### config.mk
export PLATFORM = sky130hd
export DESIGN_NAME = tx_hs_serializer
export DESIGN_NICKNAME = d
export VERILOG_FILES = /design/src/rtl/mipi_dphy_pkg.sv /design/src/rtl/tx_hs_pair_shifter.sv /design/src/rtl/tx_hs_serializer.sv
export SDC_FILE = /design/constraint.sdc
export NUM_CORES = 1
export LEC_CHECK = 0
export BUFFER_PORTS_ARGS = -buffer_cell sky130_fd_sc_hd__buf_4
export CORE_UTILIZATION = 45
export DETAILED_ROUTE_END_ITERATION = 8
export PLACE_DENSITY = 0.7
export REMOVE_ABC_BUFFERS = 1
export SYNTH_ARGS = -nofsm -noshare
export SYNTH_HDL_FRONTEND = slang
export SYNTH_SLANG_ARGS = --single-unit
### constraint.sdc
create_clock -name TxDDRClkHS -period 2.4 [get_ports TxDDRClkHS]
set_input_delay 0.36 -clock TxDDRClkHS [delete_from_list [all_inputs] [get_ports TxDDRClkHS]]
set_output_delay 0.36 -clock TxDDRClkHS [all_outputs]
set_load 0.01 [all_outputs]
### src/rtl/mipi_dphy_pkg.sv
// rtl/mipi_dphy_pkg.sv - shared types and constants for the D-PHY HS transmit path
package mipi_dphy_pkg;

  typedef enum logic [1:0] {
    HS_IDLE  = 2'd0,
    HS_SYNC  = 2'd1,
    HS_DATA  = 2'd2,
    HS_TRAIL = 2'd3
  } hs_state_e;

  localparam logic [7:0] SYNC_BYTE_DEFAULT = 8'hB8;
  localparam int         BEAT_W            = 2;
  localparam int         TRAIL_CNT_W       = 4;

endpackage

### src/rtl/tx_hs_pair_shifter.sv
// rtl/tx_hs_pair_shifter.sv - 8-bit load / shift-by-2 register presenting the current bit pair
module tx_hs_pair_shifter (
  input  logic       TxDDRClkHS,
  input  logic       TxRst,
  input  logic       en,
  input  logic       load,
  input  logic [7:0] load_data,
  input  logic       shift,
  output logic [1:0] pair
);

  logic [7:0] sr;

  always_ff @(posedge TxDDRClkHS or posedge TxRst) begin
    if (TxRst) begin
      sr <= '0;
    end else if (en) begin
      if (load) begin
        sr <= load_data;
      end else if (shift) begin
        sr <= {2'b00, sr[7:2]};
      end
    end
  end

  assign pair = sr[1:0];

endmodule

### src/rtl/tx_hs_serializer.sv
// rtl/tx_hs_serializer.sv - PPI byte to DDR bit-pair serializer with sync leader and HS trail
module tx_hs_serializer
  import mipi_dphy_pkg::*;
#(
  parameter int         TRAIL_CYCLES = 4,
  parameter logic [7:0] SYNC_BYTE    = SYNC_BYTE_DEFAULT
) (
  input  logic       TxDDRClkHS,
  input  logic       TxRst,
  input  logic       ser_en,
  input  logic       TxRequestHS,
  input  logic [7:0] TxDataHS,
  output logic       TxReadyHS,
  output logic       Serial_B1,
  output logic       Serial_B2,
  output logic       hs_active
);

  localparam logic [TRAIL_CNT_W-1:0] TRAIL_LAST = TRAIL_CNT_W'(TRAIL_CYCLES);

  hs_state_e               state_q, state_d;
  logic [BEAT_W-1:0]       beat_q, beat_d;
  logic [TRAIL_CNT_W-1:0]  trail_q, trail_d;
  logic                    act_d;
  logic                    sh_load, sh_shift;
  logic [7:0]              sh_data;
  logic [1:0]              pair;

  // The shifter register doubles as the output register: trail and idle
  // levels are loaded into it so Serial_B1/B2 always come straight from flops.
  tx_hs_pair_shifter u_shifter (
    .TxDDRClkHS (TxDDRClkHS),
    .TxRst      (TxRst),
    .en         (ser_en),
    .load       (sh_load),
    .load_data  (sh_data),
    .shift      (sh_shift),
    .pair       (pair)
  );

  assign Serial_B1 = pair[0];
  assign Serial_B2 = pair[1];

  always_ff @(posedge TxDDRClkHS or posedge TxRst) begin
    if (TxRst) begin
      state_q   <= HS_IDLE;
      beat_q    <= '0;
      trail_q   <= '0;
      hs_active <= 1'b0;
    end else if (ser_en) begin
      state_q   <= state_d;
      beat_q    <= beat_d;
      trail_q   <= trail_d;
      hs_active <= act_d;
    end
  end

  always_comb begin
    state_d   = state_q;
    beat_d    = beat_q;
    trail_d   = trail_q;
    act_d     = hs_active;
    sh_load   = 1'b0;
    sh_shift  = 1'b0;
    sh_data   = 8'h00;
    TxReadyHS = ser_en && (state_q == HS_SYNC || state_q == HS_DATA) && (beat_q == 2'd3);

    case (state_q)
      HS_IDLE: begin
        act_d = 1'b0;
        if (TxRequestHS) begin
          state_d = HS_SYNC;
          beat_d  = '0;
          act_d   = 1'b1;
          sh_load = 1'b1;
          sh_data = SYNC_BYTE;
        end
      end
      HS_SYNC, HS_DATA: begin
        if (beat_q != 2'd3) begin
          beat_d   = beat_q + 2'd1;
          sh_shift = 1'b1;
        end else if (TxRequestHS) begin
          state_d = HS_DATA;
          beat_d  = '0;
          sh_load = 1'b1;
          sh_data = TxDataHS;
        end else begin
          // Trail level is the complement of the final bit on the wire.
          state_d = HS_TRAIL;
          beat_d  = '0;
          trail_d = TRAIL_CNT_W'(1);
          sh_load = 1'b1;
          sh_data = {8{~Serial_B2}};
        end
      end
      HS_TRAIL: begin
        if (trail_q >= TRAIL_LAST) begin
          state_d = HS_IDLE;
          trail_d = '0;
          act_d   = 1'b0;
          sh_load = 1'b1;
          sh_data = 8'h00;
        end else begin
          trail_d = trail_q + TRAIL_CNT_W'(1);
        end
      end
      default: begin
        state_d = HS_IDLE;
      end
    endcase
  end

endmodule

==> flow_results.xml, run 1 <==
<?xml version="1.0" encoding="UTF-8"?>
<metrics>
  <group name="run_status">
    <metric name="status" unit="">finished, final reports clean</metric>
  </group>
  <group name="synthesis">
    <metric name="yosys.area.top_type_share" unit="%">40.5</metric>
    <metric name="number_of_warnings_issued_by_yosys" unit="">0</metric>
    <metric name="synth.largest_area_cell" unit="">sky130_fd_sc_hd__dfrtp_1</metric>
    <metric name="synth_ff_type" unit="">sky130_fd_sc_hd__dfrtp_1</metric>
    <metric name="synth_cell_types" unit="">32</metric>
    <metric name="postSynthCellCount" unit="">104</metric>
    <metric name="synth.top_cells.by_area" unit="">sky130_fd_sc_hd__dfrtp_1, sky130_fd_sc_hd__mux2_4, sky130_fd_sc_hd__nand2b_1</metric>
    <metric name="yosys-top-cells-count" unit="">sky130_fd_sc_hd__dfrtp_1, sky130_fd_sc_hd__nand2b_1, sky130_fd_sc_hd__inv_1</metric>
    <metric name="synth.cell_area" unit="um2">1050</metric>
    <metric name="yosys.cell_count.top_type" unit="">sky130_fd_sc_hd__dfrtp_1</metric>
    <metric name="postSynthRegisterBits" unit="">17</metric>
    <metric name="synth_enable_flop_cells" unit="">0</metric>
    <metric name="async_reset_ff_share" unit="%">100</metric>
    <metric name="syn_avg_cell_area" unit="um2">10.1</metric>
    <metric name="yosysSeqAreaShare" unit="%">40.5</metric>
  </group>
  <group name="floorplan">
    <metric name="die_width" unit="um">50.3</metric>
    <metric name="placement_rows" unit="">17</metric>
    <metric name="ios" unit="">16</metric>
    <metric name="starting_utilization_of_the_core_area" unit="%">47.5</metric>
    <metric name="core-area" unit="um2">2210</metric>
    <metric name="die-area" unit="um2">2530</metric>
    <metric name="die-height" unit="um">50.3</metric>
  </group>
  <group name="power_and_ir_drop">
    <metric name="pwr-share-clk" unit="%">10.4</metric>
    <metric name="static_leakage" unit="nW">0.575</metric>
    <metric name="power.switching" unit="mW">0.550</metric>
    <metric name="pwrdens" unit="nW/um2">1210</metric>
    <metric name="p_comb_share" unit="%">56.2</metric>
    <metric name="power.switching_fraction" unit="%">37.9</metric>
    <metric name="internal-power" unit="mW">0.901</metric>
    <metric name="vdd_ir_drop_max" unit="mV">0.667</metric>
    <metric name="p_seq_share" unit="%">33.5</metric>
    <metric name="report.power.total" unit="mW">1.45</metric>
  </group>
  <group name="global_routing">
    <metric name="grt_max_degree" unit="">18</metric>
    <metric name="wire_length_of_the_first_global_routing_pass" unit="um">3240</metric>
    <metric name="initial_antenna_violation_count" unit="">0</metric>
    <metric name="global_route.overflow_total" unit="">0</metric>
    <metric name="grt_util_all_layers" unit="%">17.1</metric>
    <metric name="vias_in_the_first_global_route" unit="">728</metric>
  </group>
  <group name="run">
    <metric name="max_cap_violations" unit="">0</metric>
  </group>
  <group name="critical_path">
    <metric name="critical_path_cell_count" unit="">6</metric>
    <metric name="crit_required" unit="ps">2580</metric>
    <metric name="worst-r2r-cell-count" unit="">6</metric>
    <metric name="r2r_setup_slack" unit="ps">400</metric>
    <metric name="r2r_start" unit="">state_q[0]$_DFFE_PP0P_</metric>
    <metric name="cell_family_contributing_the_most_delay_on_the_critical_path" unit="">compound AO/OA/AOI/OAI gates</metric>
    <metric name="critPathLaunchType" unit="">register</metric>
    <metric name="critical_path_fanout_max" unit="">13</metric>
    <metric name="worst_setup_path_category" unit="">reg -&gt; reg</metric>
    <metric name="timing.critical_path.slowest_stage_cell" unit="">sky130_fd_sc_hd__ha_1</metric>
    <metric name="max_stage_delay" unit="ps">450</metric>
    <metric name="critical_path_arrival" unit="ps">2180</metric>
    <metric name="worstPathBufferInverterCount" unit="">1</metric>
    <metric name="critical_path.cell_chain" unit="">inv_1, ha_1, nor4bb_1, a211o_1, a22o_1, mux2_4</metric>
    <metric name="setup.worst_path.end_class" unit="">register</metric>
    <metric name="r2r-end" unit="">u_shifter.sr[2]$_DFFE_PP0P_</metric>
  </group>
  <group name="placed_design">
    <metric name="gp_routability_congestion" unit="">0.797</metric>
    <metric name="preCtsSetupSlack" unit="ps">415</metric>
    <metric name="place_hpwl" unit="um">1420</metric>
    <metric name="portBuffers" unit="">15</metric>
    <metric name="placed_cells" unit="">143</metric>
    <metric name="place_area" unit="um2">1170</metric>
  </group>
  <group name="timing">
    <metric name="timing.final.hold_violations" unit="">0</metric>
    <metric name="time_the_final_worst_path_needs_with_i_o_delays_and_setup" unit="ps">2000</metric>
    <metric name="fmaxAchievable" unit="MHz">500</metric>
    <metric name="setup_ws" unit="ps">399</metric>
    <metric name="worst_slew_margin_rel" unit="%">55.2</metric>
    <metric name="final.hold.worst_slack" unit="ps">167</metric>
    <metric name="tns" unit="ps">0</metric>
    <metric name="min_period_over_period" unit="%">83.4</metric>
    <metric name="fin_worst_skew" unit="ps">3.09</metric>
    <metric name="tightestPinTransition" unit="ps">671</metric>
    <metric name="report.final.setup_viol" unit="">0</metric>
    <metric name="slew_violations" unit="">0</metric>
    <metric name="grt_setup_unrepaired" unit="">false</metric>
  </group>
  <group name="cts">
    <metric name="tritoncts.num_buffers" unit="">3</metric>
    <metric name="htree_levels" unit="">1</metric>
    <metric name="clkTransAtPathRegs" unit="ps">100</metric>
    <metric name="cts_tree" unit="">built</metric>
    <metric name="cts_num_sinks" unit="">17</metric>
    <metric name="cts_resized" unit="">0</metric>
    <metric name="clk_latency" unit="ps">280</metric>
    <metric name="cts_max_path_buffers" unit="">2</metric>
    <metric name="ctsHoldBuffers" unit="">0</metric>
    <metric name="cts_root_buf" unit="">sky130_fd_sc_hd__clkbuf_4</metric>
    <metric name="post-cts-setup-buffers" unit="">0</metric>
  </group>
  <group name="drt">
    <metric name="route.detailed.drc" unit="">0</metric>
    <metric name="detailedRoute.firstPassIterationCount" unit="">4</metric>
    <metric name="first_iter_violations" unit="">16</metric>
    <metric name="detailroute.via_count" unit="">805</metric>
    <metric name="totalWireLength" unit="um">1970</metric>
    <metric name="antenna_viol_nets_final" unit="">0</metric>
    <metric name="routedWlPerCell" unit="um">13.4</metric>
    <metric name="vias_per_cell" unit="">5.48</metric>
  </group>
  <group name="final_layout">
    <metric name="drive_above_1_share" unit="%">24.4</metric>
    <metric name="finalNetCount" unit="">136</metric>
    <metric name="synthToLayoutAreaGrowth" unit="%">13.8</metric>
    <metric name="layoutNonFillerInstCount" unit="">147</metric>
    <metric name="finalCoreUtilization" unit="%">54.1</metric>
    <metric name="finalInstanceArea" unit="um2">1200</metric>
    <metric name="antenna_cells_inserted" unit="">0</metric>
  </group>
  <group name="worst_hold_path">
    <metric name="timing.hold.worst.class" unit="">in -&gt; async</metric>
  </group>
</metrics>
## placed cells by master, fill, tap and decap left out, drive strengths merged, types with 2 or more instances in the layout
cell type / count
a21oi: 4
dfrtp: 17
clkbuf: 4
mux2: 9
nand3: 3
inv: 8
nand2: 7
nor2: 2
o21ai: 7
and2: 2
nor2b: 4
ha: 4
buf: 16
o22ai: 3
nor3b: 2
a22o: 3
a31oi: 5
nand2b: 9
## kinds of logic (layout without fill, tap and decap cells)
logic type	after synthesis	after routing	synth area share, %
muxes	10	10	13.1
and+or+nand+nor	32	32	17.4
adders and majority gates	4	4	4.76
buffers and inverters	13	28	6.31
DFF	17	17	40.5
AOI/OAI and AO/OA	28	28	18.0
## registers in the layout, indices dropped and copies added, names as in the netlist
signal        count
trail_q           4
hs_active         1
beat_q            2
u_shifter.sr      8
state_q           2
## cell type report
| class | instances | area [um2] |
|---|---|---|
| fill | 200 | 1020 |
| inverter | 8 | 30.0 |
| tap | 28 | 35.0 |
| sequential | 17 | 425 |
| clock buffer | 4 | 26.3 |
| timing repair buffer | 16 | 120 |
| multi-input combinational | 74 | 559 |
## power groups by stage
stage          clock (mW)  sequential (mW)  combinational [mW]
2_1_floorplan           0            0.482               0.636
3_3_place_gp            0            0.487               0.799
3_5_place_dp            0            0.494               0.816
4_1_cts             0.159            0.487               0.817
5_1_grt             0.170            0.506               0.903
6_report            0.151            0.486               0.815
## how the worst max path moves through the flow
stage,startpoint,endpoint,slack [ps]
6_report,state_q[0]$_DFFE_PP0P_,u_shifter.sr[2]$_DFFE_PP0P_,400
5_1_grt,state_q[0]$_DFFE_PP0P_,u_shifter.sr[2]$_DFFE_PP0P_,280
4_1_cts,state_q[0]$_DFFE_PP0P_,u_shifter.sr[2]$_DFFE_PP0P_,400
3_5_place_dp,state_q[0]$_DFFE_PP0P_,u_shifter.sr[2]$_DFFE_PP0P_,410
3_3_place_gp,state_q[0]$_DFFE_PP0P_,u_shifter.sr[2]$_DFFE_PP0P_,460
2_1_floorplan,state_q[0]$_DFFE_PP0P_,u_shifter.sr[1]$_DFFE_PP0P_,390
## per-layer routing
layer	GRT usage, %	share of wire, %
met3	3.03	3.3
met2	28.9	47
met1	20.7	49
met4	8.33	0.61
met5	0	0
No activity file was read; power rests on OpenSTA's default activity.
==> run 2, diff against run 1 <==
- clock period: 2.4 -> 1.9 ns (I/O delays scaled with it)
==> run 2 against run 1 <==
Net effect: utilization up 3.2 points; non-clock buffer count increased by 6; combinational power rose by 45%; routed wire length grew 4.6%; critical path depth grew 1; total power increased by 37%; maximum frequency grew 11%; count of clock-buffer cells in the layout shrank 1; clock power rose by 32%; design area grew 5.9%; sequential share of layout area is 2.0 points lower; setup slack worse by 300 ps; largest cell class unchanged.
==> flow_results.xml, run 2 (synthesis results as in run 1) <==
<?xml version="1.0" encoding="UTF-8"?>
<metrics>
  <group name="timing">
    <metric name="report.final.setup_viol" unit="">0</metric>
    <metric name="min_period_over_period" unit="%">94.7</metric>
    <metric name="fin_worst_skew" unit="ps">11.0</metric>
    <metric name="grt_setup_unrepaired" unit="">false</metric>
    <metric name="timing.final.hold_violations" unit="">0</metric>
    <metric name="worst_slew_margin_rel" unit="%">56.9</metric>
    <metric name="fmaxAchievable" unit="MHz">556</metric>
    <metric name="time_the_final_worst_path_needs_with_i_o_delays_and_setup" unit="ps">1800</metric>
    <metric name="slew_violations" unit="">0</metric>
    <metric name="tightestPinTransition" unit="ps">646</metric>
  </group>
  <group name="drt">
    <metric name="detailedRoute.firstPassIterationCount" unit="">2</metric>
    <metric name="route.detailed.drc" unit="">0</metric>
    <metric name="detailroute.via_count" unit="">837</metric>
    <metric name="first_iter_violations" unit="">5</metric>
    <metric name="routedWlPerCell" unit="um">13.4</metric>
    <metric name="vias_per_cell" unit="">5.47</metric>
    <metric name="antenna_viol_nets_final" unit="">0</metric>
    <metric name="totalWireLength" unit="um">2060</metric>
  </group>
  <group name="power_and_ir_drop">
    <metric name="report.power.total" unit="mW">1.99</metric>
    <metric name="pwrdens" unit="nW/um2">1570</metric>
    <metric name="static_leakage" unit="nW">0.603</metric>
    <metric name="vdd_ir_drop_max" unit="mV">0.983</metric>
  </group>
  <group name="final_layout">
    <metric name="finalInstanceArea" unit="um2">1270</metric>
    <metric name="synthToLayoutAreaGrowth" unit="%">20.5</metric>
    <metric name="layout_common_cells" unit="">sky130_fd_sc_hd__buf_4, sky130_fd_sc_hd__dfrtp_1, sky130_fd_sc_hd__nand2b_1</metric>
    <metric name="layout.cells.most_common" unit="">sky130_fd_sc_hd__buf_4</metric>
    <metric name="finalNetCount" unit="">142</metric>
    <metric name="antenna_cells_inserted" unit="">0</metric>
    <metric name="layout_top_registers" unit="">u_shifter.sr (8), trail_q (4)</metric>
    <metric name="largest_register_ff_count" unit="">8</metric>
    <metric name="drive_above_1_share" unit="%">32.0</metric>
    <metric name="max_flop_register" unit="">u_shifter.sr</metric>
  </group>
  <group name="global_routing">
    <metric name="vias_in_the_first_global_route" unit="">834</metric>
    <metric name="wire_length_of_the_first_global_routing_pass" unit="um">3530</metric>
    <metric name="grt_max_degree" unit="">18</metric>
    <metric name="grt_util_all_layers" unit="%">18.4</metric>
    <metric name="initial_antenna_violation_count" unit="">0</metric>
    <metric name="global_route.overflow_total" unit="">0</metric>
  </group>
  <group name="cts">
    <metric name="cts_max_path_buffers" unit="">2</metric>
    <metric name="tritoncts.num_buffers" unit="">3</metric>
    <metric name="ctsHoldBuffers" unit="">0</metric>
    <metric name="clkTransAtPathRegs" unit="ps">110</metric>
    <metric name="cts_num_sinks" unit="">17</metric>
    <metric name="cts_tree" unit="">built</metric>
    <metric name="htree_levels" unit="">1</metric>
    <metric name="clk_latency" unit="ps">300</metric>
    <metric name="cts_root_buf" unit="">sky130_fd_sc_hd__clkbuf_4</metric>
  </group>
  <group name="floorplan">
    <metric name="die-area" unit="um2">2530</metric>
    <metric name="starting_utilization_of_the_core_area" unit="%">47.5</metric>
    <metric name="die_width" unit="um">50.3</metric>
    <metric name="die-height" unit="um">50.3</metric>
    <metric name="ios" unit="">16</metric>
    <metric name="core-area" unit="um2">2210</metric>
    <metric name="placement_rows" unit="">17</metric>
  </group>
  <group name="critical_path">
    <metric name="critical_path_arrival" unit="ps">1980</metric>
    <metric name="setup.worst_path.end_class" unit="">register</metric>
    <metric name="crit_required" unit="ps">2080</metric>
    <metric name="critical_path_fanout_max" unit="">5</metric>
    <metric name="critPathLaunchType" unit="">register</metric>
    <metric name="worst_setup_path_category" unit="">reg -&gt; reg</metric>
  </group>
  <group name="placed_design">
    <metric name="place_area" unit="um2">1210</metric>
    <metric name="place_hpwl" unit="um">1510</metric>
    <metric name="portBuffers" unit="">15</metric>
    <metric name="gp_routability_congestion" unit="">0.804</metric>
  </group>
  <group name="run_status">
    <metric name="status" unit="">finished, final reports clean</metric>
  </group>
  <group name="worst_hold_path">
    <metric name="timing.hold.worst.class" unit="">in -&gt; async</metric>
  </group>
  <group name="run">
    <metric name="max_cap_violations" unit="">0</metric>
  </group>
</metrics>
-- run 2: final timing paths --
kind	startpoint	slack (ps)	depth (start not counted)	endpoint
max reg2reg	state_q[1]$_DFFE_PP0P_	100	7	u_shifter.sr[1]$_DFFE_PP0P_
max in group asynchronous	TxRst	1410	2	u_shifter.sr[5]$_DFFE_PP0P_
min	TxRst	70	2	state_q[1]$_DFFE_PP0P_
min in group TxDDRClkHS	ser_en	280	3	hs_active$_DFFE_PP0P_
max	state_q[1]$_DFFE_PP0P_	100	7	u_shifter.sr[1]$_DFFE_PP0P_
min reg2reg	trail_q[1]$_DFFE_PP0P_	500	2	trail_q[1]$_DFFE_PP0P_
-- run 2: metal layers --
metal | wire length [um] | global-route usage, % | vias up
li1 | - | - | 411
met1 | 910 | 21.4 | 411
met2 | 1060 | 33.1 | 13
met3 | 71 | 6.06 | 2
met4 | 15 | 2.78 | 0
met5 | 0 | 0 | -
-- run 2: cell type report --
| cell class | instances | area [um2] |
|---|---|---|
| clock inverters | 1 | 5.00 |
| fillers | 213 | 946 |
| clock buffers | 3 | 22.5 |
| well taps | 28 | 35.0 |
| flip-flops and latches | 17 | 425 |
| multi-input cells | 74 | 579 |
| inverters | 8 | 30.0 |
| repair buffers | 22 | 169 |
-- run 2: through the flow --
stage / setup WS, ps / setup TNS [ps] / utilization [%] / hold WS (ps) / std cells
2_1_floorplan: -115 / -804 / - / 211 / 99
3_3_place_gp: 95.5 / 0 / 54.6 / 417 / 148
3_5_place_dp: 52.1 / 0 / 54.6 / 429 / 148
4_1_cts: 16.7 / 0 / 55.8 / 91.6 / 152
5_1_grt: 33.8 / 0 / 57.2 / 112 / 153
6_report: 99.9 / 0 / 57.2 / 65.6 / 153
-- run 2: power by group --
| group | switching, mW | total, mW | internal [mW] |
|---|---|---|---|
| logic | 0.522 | 1.18 | 0.657 |
| registers | 0.101 | 0.615 | 0.514 |
| clock network | 0.121 | 0.199 | 0.0783 |
| total | 0.744 | 1.99 | 1.25 |
-- run 2: worst max-delay path, stage by stage (launching register included) --
cell and delay (ps):
sky130_fd_sc_hd__dfrtp_1 400, sky130_fd_sc_hd__inv_2 60, sky130_fd_sc_hd__ha_4 160, sky130_fd_sc_hd__nor2b_4 130, sky130_fd_sc_hd__buf_6 120, sky130_fd_sc_hd__a211o_1 310, sky130_fd_sc_hd__a22o_1 250, sky130_fd_sc_hd__mux2_4 260
-- run 2: repair_timing --
item                       CTS  global route
gates resized for setup      0             7
buffers inserted             0             1
setup endpoints to repair    0            11
==> run 3, diff against run 2 <==
- PLACE_DENSITY: 0.7 -> 0.69
- SYNTH_HIERARCHICAL: default -> 1
==> run 3 against run 2 <==
Net effect: clock power shrank 2%; largest cell class unchanged; synthesized area grew 2.3%; design area grew 10%; largest power group unchanged.
==> flow_results.xml, run 3 <==
<?xml version="1.0" encoding="UTF-8"?>
<metrics>
  <group name="run_status">
    <metric name="status" unit="">finished, final reports clean</metric>
  </group>
  <group name="power_and_ir_drop">
    <metric name="static_leakage" unit="nW">0.637</metric>
    <metric name="vdd_ir_drop_max" unit="mV">0.783</metric>
    <metric name="report.power.total" unit="mW">2.04</metric>
    <metric name="pwrdens" unit="nW/um2">1470</metric>
  </group>
  <group name="drt">
    <metric name="vias_per_cell" unit="">5.75</metric>
    <metric name="route.detailed.drc" unit="">0</metric>
    <metric name="routedWlPerCell" unit="um">14.9</metric>
    <metric name="detailedRoute.firstPassIterationCount" unit="">4</metric>
    <metric name="totalWireLength" unit="um">2510</metric>
    <metric name="detailroute.via_count" unit="">972</metric>
    <metric name="first_iter_violations" unit="">20</metric>
    <metric name="antenna_viol_nets_final" unit="">0</metric>
  </group>
  <group name="placed_design">
    <metric name="portBuffers" unit="">15</metric>
    <metric name="gp_routability_congestion" unit="">0.811</metric>
    <metric name="preCtsSetupSlack" unit="ps">-34.3</metric>
    <metric name="place_hpwl" unit="um">1800</metric>
  </group>
  <group name="final_layout">
    <metric name="largest_register_ff_count" unit="">8</metric>
    <metric name="ff_latch_area" unit="um2">425</metric>
    <metric name="layout_top_registers" unit="">u_shifter/sr (8), trail_q (4)</metric>
    <metric name="drive_above_1_share" unit="%">33.3</metric>
    <metric name="antenna_cells_inserted" unit="">0</metric>
    <metric name="fill_cells" unit="">202</metric>
    <metric name="multiInputGateArea" unit="um2">649</metric>
    <metric name="synthToLayoutAreaGrowth" unit="%">29.7</metric>
    <metric name="layout_common_cells" unit="">sky130_fd_sc_hd__buf_4, sky130_fd_sc_hd__dfrtp_1, sky130_fd_sc_hd__nor2_1</metric>
    <metric name="max_flop_register" unit="">u_shifter/sr</metric>
    <metric name="layout.cells.most_common" unit="">sky130_fd_sc_hd__buf_4</metric>
    <metric name="finalNetCount" unit="">160</metric>
  </group>
  <group name="synthesis">
    <metric name="synth_enable_flop_cells" unit="">0</metric>
    <metric name="postSynthCellCount" unit="">113</metric>
    <metric name="yosys.cell_count.top_type" unit="">sky130_fd_sc_hd__dfrtp_1</metric>
    <metric name="syn_avg_cell_area" unit="um2">9.51</metric>
    <metric name="synth.largest_area_cell" unit="">sky130_fd_sc_hd__dfrtp_1</metric>
    <metric name="synth_ff_type" unit="">sky130_fd_sc_hd__dfrtp_1</metric>
    <metric name="synth_cell_types" unit="">35</metric>
    <metric name="number_of_warnings_issued_by_yosys" unit="">6</metric>
    <metric name="synth.top_cells.by_area" unit="">sky130_fd_sc_hd__dfrtp_1, sky130_fd_sc_hd__ha_1, sky130_fd_sc_hd__a21oi_1</metric>
    <metric name="yosys.area.top_type_share" unit="%">39.6</metric>
    <metric name="async_reset_ff_share" unit="%">100</metric>
    <metric name="yosys-top-cells-count" unit="">sky130_fd_sc_hd__dfrtp_1, sky130_fd_sc_hd__nor2_1, sky130_fd_sc_hd__a21oi_1</metric>
    <metric name="postSynthRegisterBits" unit="">17</metric>
    <metric name="synth.cell_area" unit="um2">1070</metric>
    <metric name="yosysSeqAreaShare" unit="%">39.6</metric>
  </group>
  <group name="global_routing">
    <metric name="grt_max_degree" unit="">22</metric>
    <metric name="wire_length_of_the_first_global_routing_pass" unit="um">4040</metric>
    <metric name="initial_antenna_violation_count" unit="">0</metric>
    <metric name="gr-usage-met3" unit="%">2.08</metric>
    <metric name="most_crowded_layer_after_global_routing" unit="">met2</metric>
    <metric name="global_route.overflow_total" unit="">0</metric>
    <metric name="grt_util_all_layers" unit="%">21.0</metric>
    <metric name="grt_util_met1" unit="%">28.1</metric>
    <metric name="vias_in_the_first_global_route" unit="">953</metric>
    <metric name="globalRouteMet2Util" unit="%">33.8</metric>
  </group>
  <group name="cts">
    <metric name="post-cts-setup-buffers" unit="">0</metric>
    <metric name="tritoncts.num_buffers" unit="">3</metric>
    <metric name="clkTransAtPathRegs" unit="ps">100</metric>
    <metric name="cts_tree" unit="">built</metric>
    <metric name="cts_root_buf" unit="">sky130_fd_sc_hd__clkbuf_4</metric>
    <metric name="cts_num_sinks" unit="">17</metric>
    <metric name="htree_levels" unit="">1</metric>
    <metric name="clk_latency" unit="ps">290</metric>
    <metric name="cts_max_path_buffers" unit="">2</metric>
  </group>
  <group name="floorplan">
    <metric name="placement_rows" unit="">17</metric>
    <metric name="die-area" unit="um2">2590</metric>
    <metric name="die-height" unit="um">50.9</metric>
    <metric name="core-area" unit="um2">2230</metric>
    <metric name="ios" unit="">16</metric>
    <metric name="starting_utilization_of_the_core_area" unit="%">48.1</metric>
    <metric name="die_width" unit="um">50.9</metric>
  </group>
  <group name="critical_path">
    <metric name="critical_path_arrival" unit="ps">2050</metric>
    <metric name="timing.critical_path.slowest_stage_cell" unit="">sky130_fd_sc_hd__dfrtp_1</metric>
    <metric name="worst_setup_path_category" unit="">reg -&gt; reg</metric>
    <metric name="setup.worst_path.end_class" unit="">register</metric>
    <metric name="crit_required" unit="ps">2070</metric>
    <metric name="critical_path_fanout_max" unit="">4</metric>
    <metric name="critical_path.cell_chain" unit="">buf_6, ha_4, nor3b_1, or3_4, or3b_1, o21ai_1, a21oi_1</metric>
    <metric name="critPathLaunchType" unit="">register</metric>
    <metric name="max_stage_delay" unit="ps">420</metric>
  </group>
  <group name="timing">
    <metric name="tightestPinTransition" unit="ps">347</metric>
    <metric name="fin_worst_skew" unit="ps">5.54</metric>
    <metric name="setup_ws" unit="ps">19.4</metric>
    <metric name="grt_setup_unrepaired" unit="">true</metric>
    <metric name="tns" unit="ps">0</metric>
    <metric name="report.final.setup_viol" unit="">0</metric>
    <metric name="slew_violations" unit="">0</metric>
    <metric name="min_period_over_period" unit="%">99.0</metric>
    <metric name="fmaxAchievable" unit="MHz">532</metric>
    <metric name="time_the_final_worst_path_needs_with_i_o_delays_and_setup" unit="ps">1880</metric>
    <metric name="timing.final.hold_violations" unit="">0</metric>
    <metric name="worst_slew_margin_rel" unit="%">76.9</metric>
  </group>
  <group name="run">
    <metric name="max_cap_violations" unit="">0</metric>
  </group>
  <group name="worst_hold_path">
    <metric name="timing.hold.worst.class" unit="">in -&gt; reg</metric>
  </group>
</metrics>
-- run 3: changes by cell type after synthesis, sizes merged, moves of 4 or more --
cell    before  now
mux2         9    4
nand2b       9    2
nor2         2   13
a21oi        4   11
a311o        0    4
-- run 3: layout make-up --
type | count | share of cell area [%]
multi-input combinational | 84 | 46.6
inverter | 6 | 1.62
sequential | 17 | 30.5
timing repair buffer | 30 | 16.9
clock buffer | 4 | 1.89
tap | 28 | 2.51
-- run 3: kinds of logic after synthesis --
| kind of cell | Yosys count | share of synthesized area (%) |
|---|---|---|
| compound gates | 37 | 24.4 |
| fa+ha+maj | 6 | 6.98 |
| buf+inv | 12 | 5.24 |
| flops | 17 | 39.6 |
| mux | 4 | 4.54 |
| simple gates | 37 | 19.2 |
-- run 3: repair_timing --
action                                  in CTS  in global routing
hold endpoints to repair                    17                  0
endpoints found under the setup margin       4                  8
pin swaps                                    6                  5
gates resized for setup                      7                 10
hold buffers                                 1                  0
-- run 3: final timing paths --
check / cells past startpoint / start / end / slack, ps
max: 7 / state_q[0]$_DFFE_PP0P_ / u_shifter/sr[2]$_DFFE_PP0P_ / 20
min: 2 / ser_en / u_shifter/sr[1]$_DFFE_PP0P_ / 350
max reg2reg: 7 / state_q[0]$_DFFE_PP0P_ / u_shifter/sr[2]$_DFFE_PP0P_ / 20
min reg2reg: 1 / trail_q[1]$_DFFE_PP0P_ / trail_q[1]$_DFFE_PP0P_ / 510
max in group asynchronous: 3 / TxRst / state_q[1]$_DFFE_PP0P_ / 1140
min in group asynchronous: 3 / TxRst / u_shifter/sr[3]$_DFFE_PP0P_ / 500
-- run 3: layer usage --
layer  part of all wire (%)  vias to the layer above
li1                       -                      478
met1                     48                      474
met5                      0                        -
met3                    2.3                        4
met2                     48                       16
met4                    1.3                        0
-- run 3: power breakdown --
group          total (mW)  leakage [nW]  switching, mW  internal, mW
clock network       0.195        0.0150          0.113        0.0817
logic                1.24         0.412          0.596         0.641
registers           0.611         0.209          0.107         0.504
total                2.04         0.637          0.817          1.23
-- run 3: metrics by stage --
stage	util, %	std cells	area, um2	hold WS (ps)
2_1_floorplan	-	107	1040	101
3_3_place_gp	57.9	164	1290	257
3_5_place_dp	57.9	164	1290	263
4_1_cts	60.2	169	1340	334
5_1_grt	62.4	169	1390	364
6_report	62.4	169	1390	348
-- run 3: critical path: cells and delay by family (launching register included) --
kind / cells / cell delay (ps)
flip-flops: 1 / 420
AO/OA/AOI/OAI: 2 / 180
adder cells (fa/ha/maj): 1 / 150
AND/OR/NAND/NOR: 3 / 880
buffers and inverters: 1 / 140
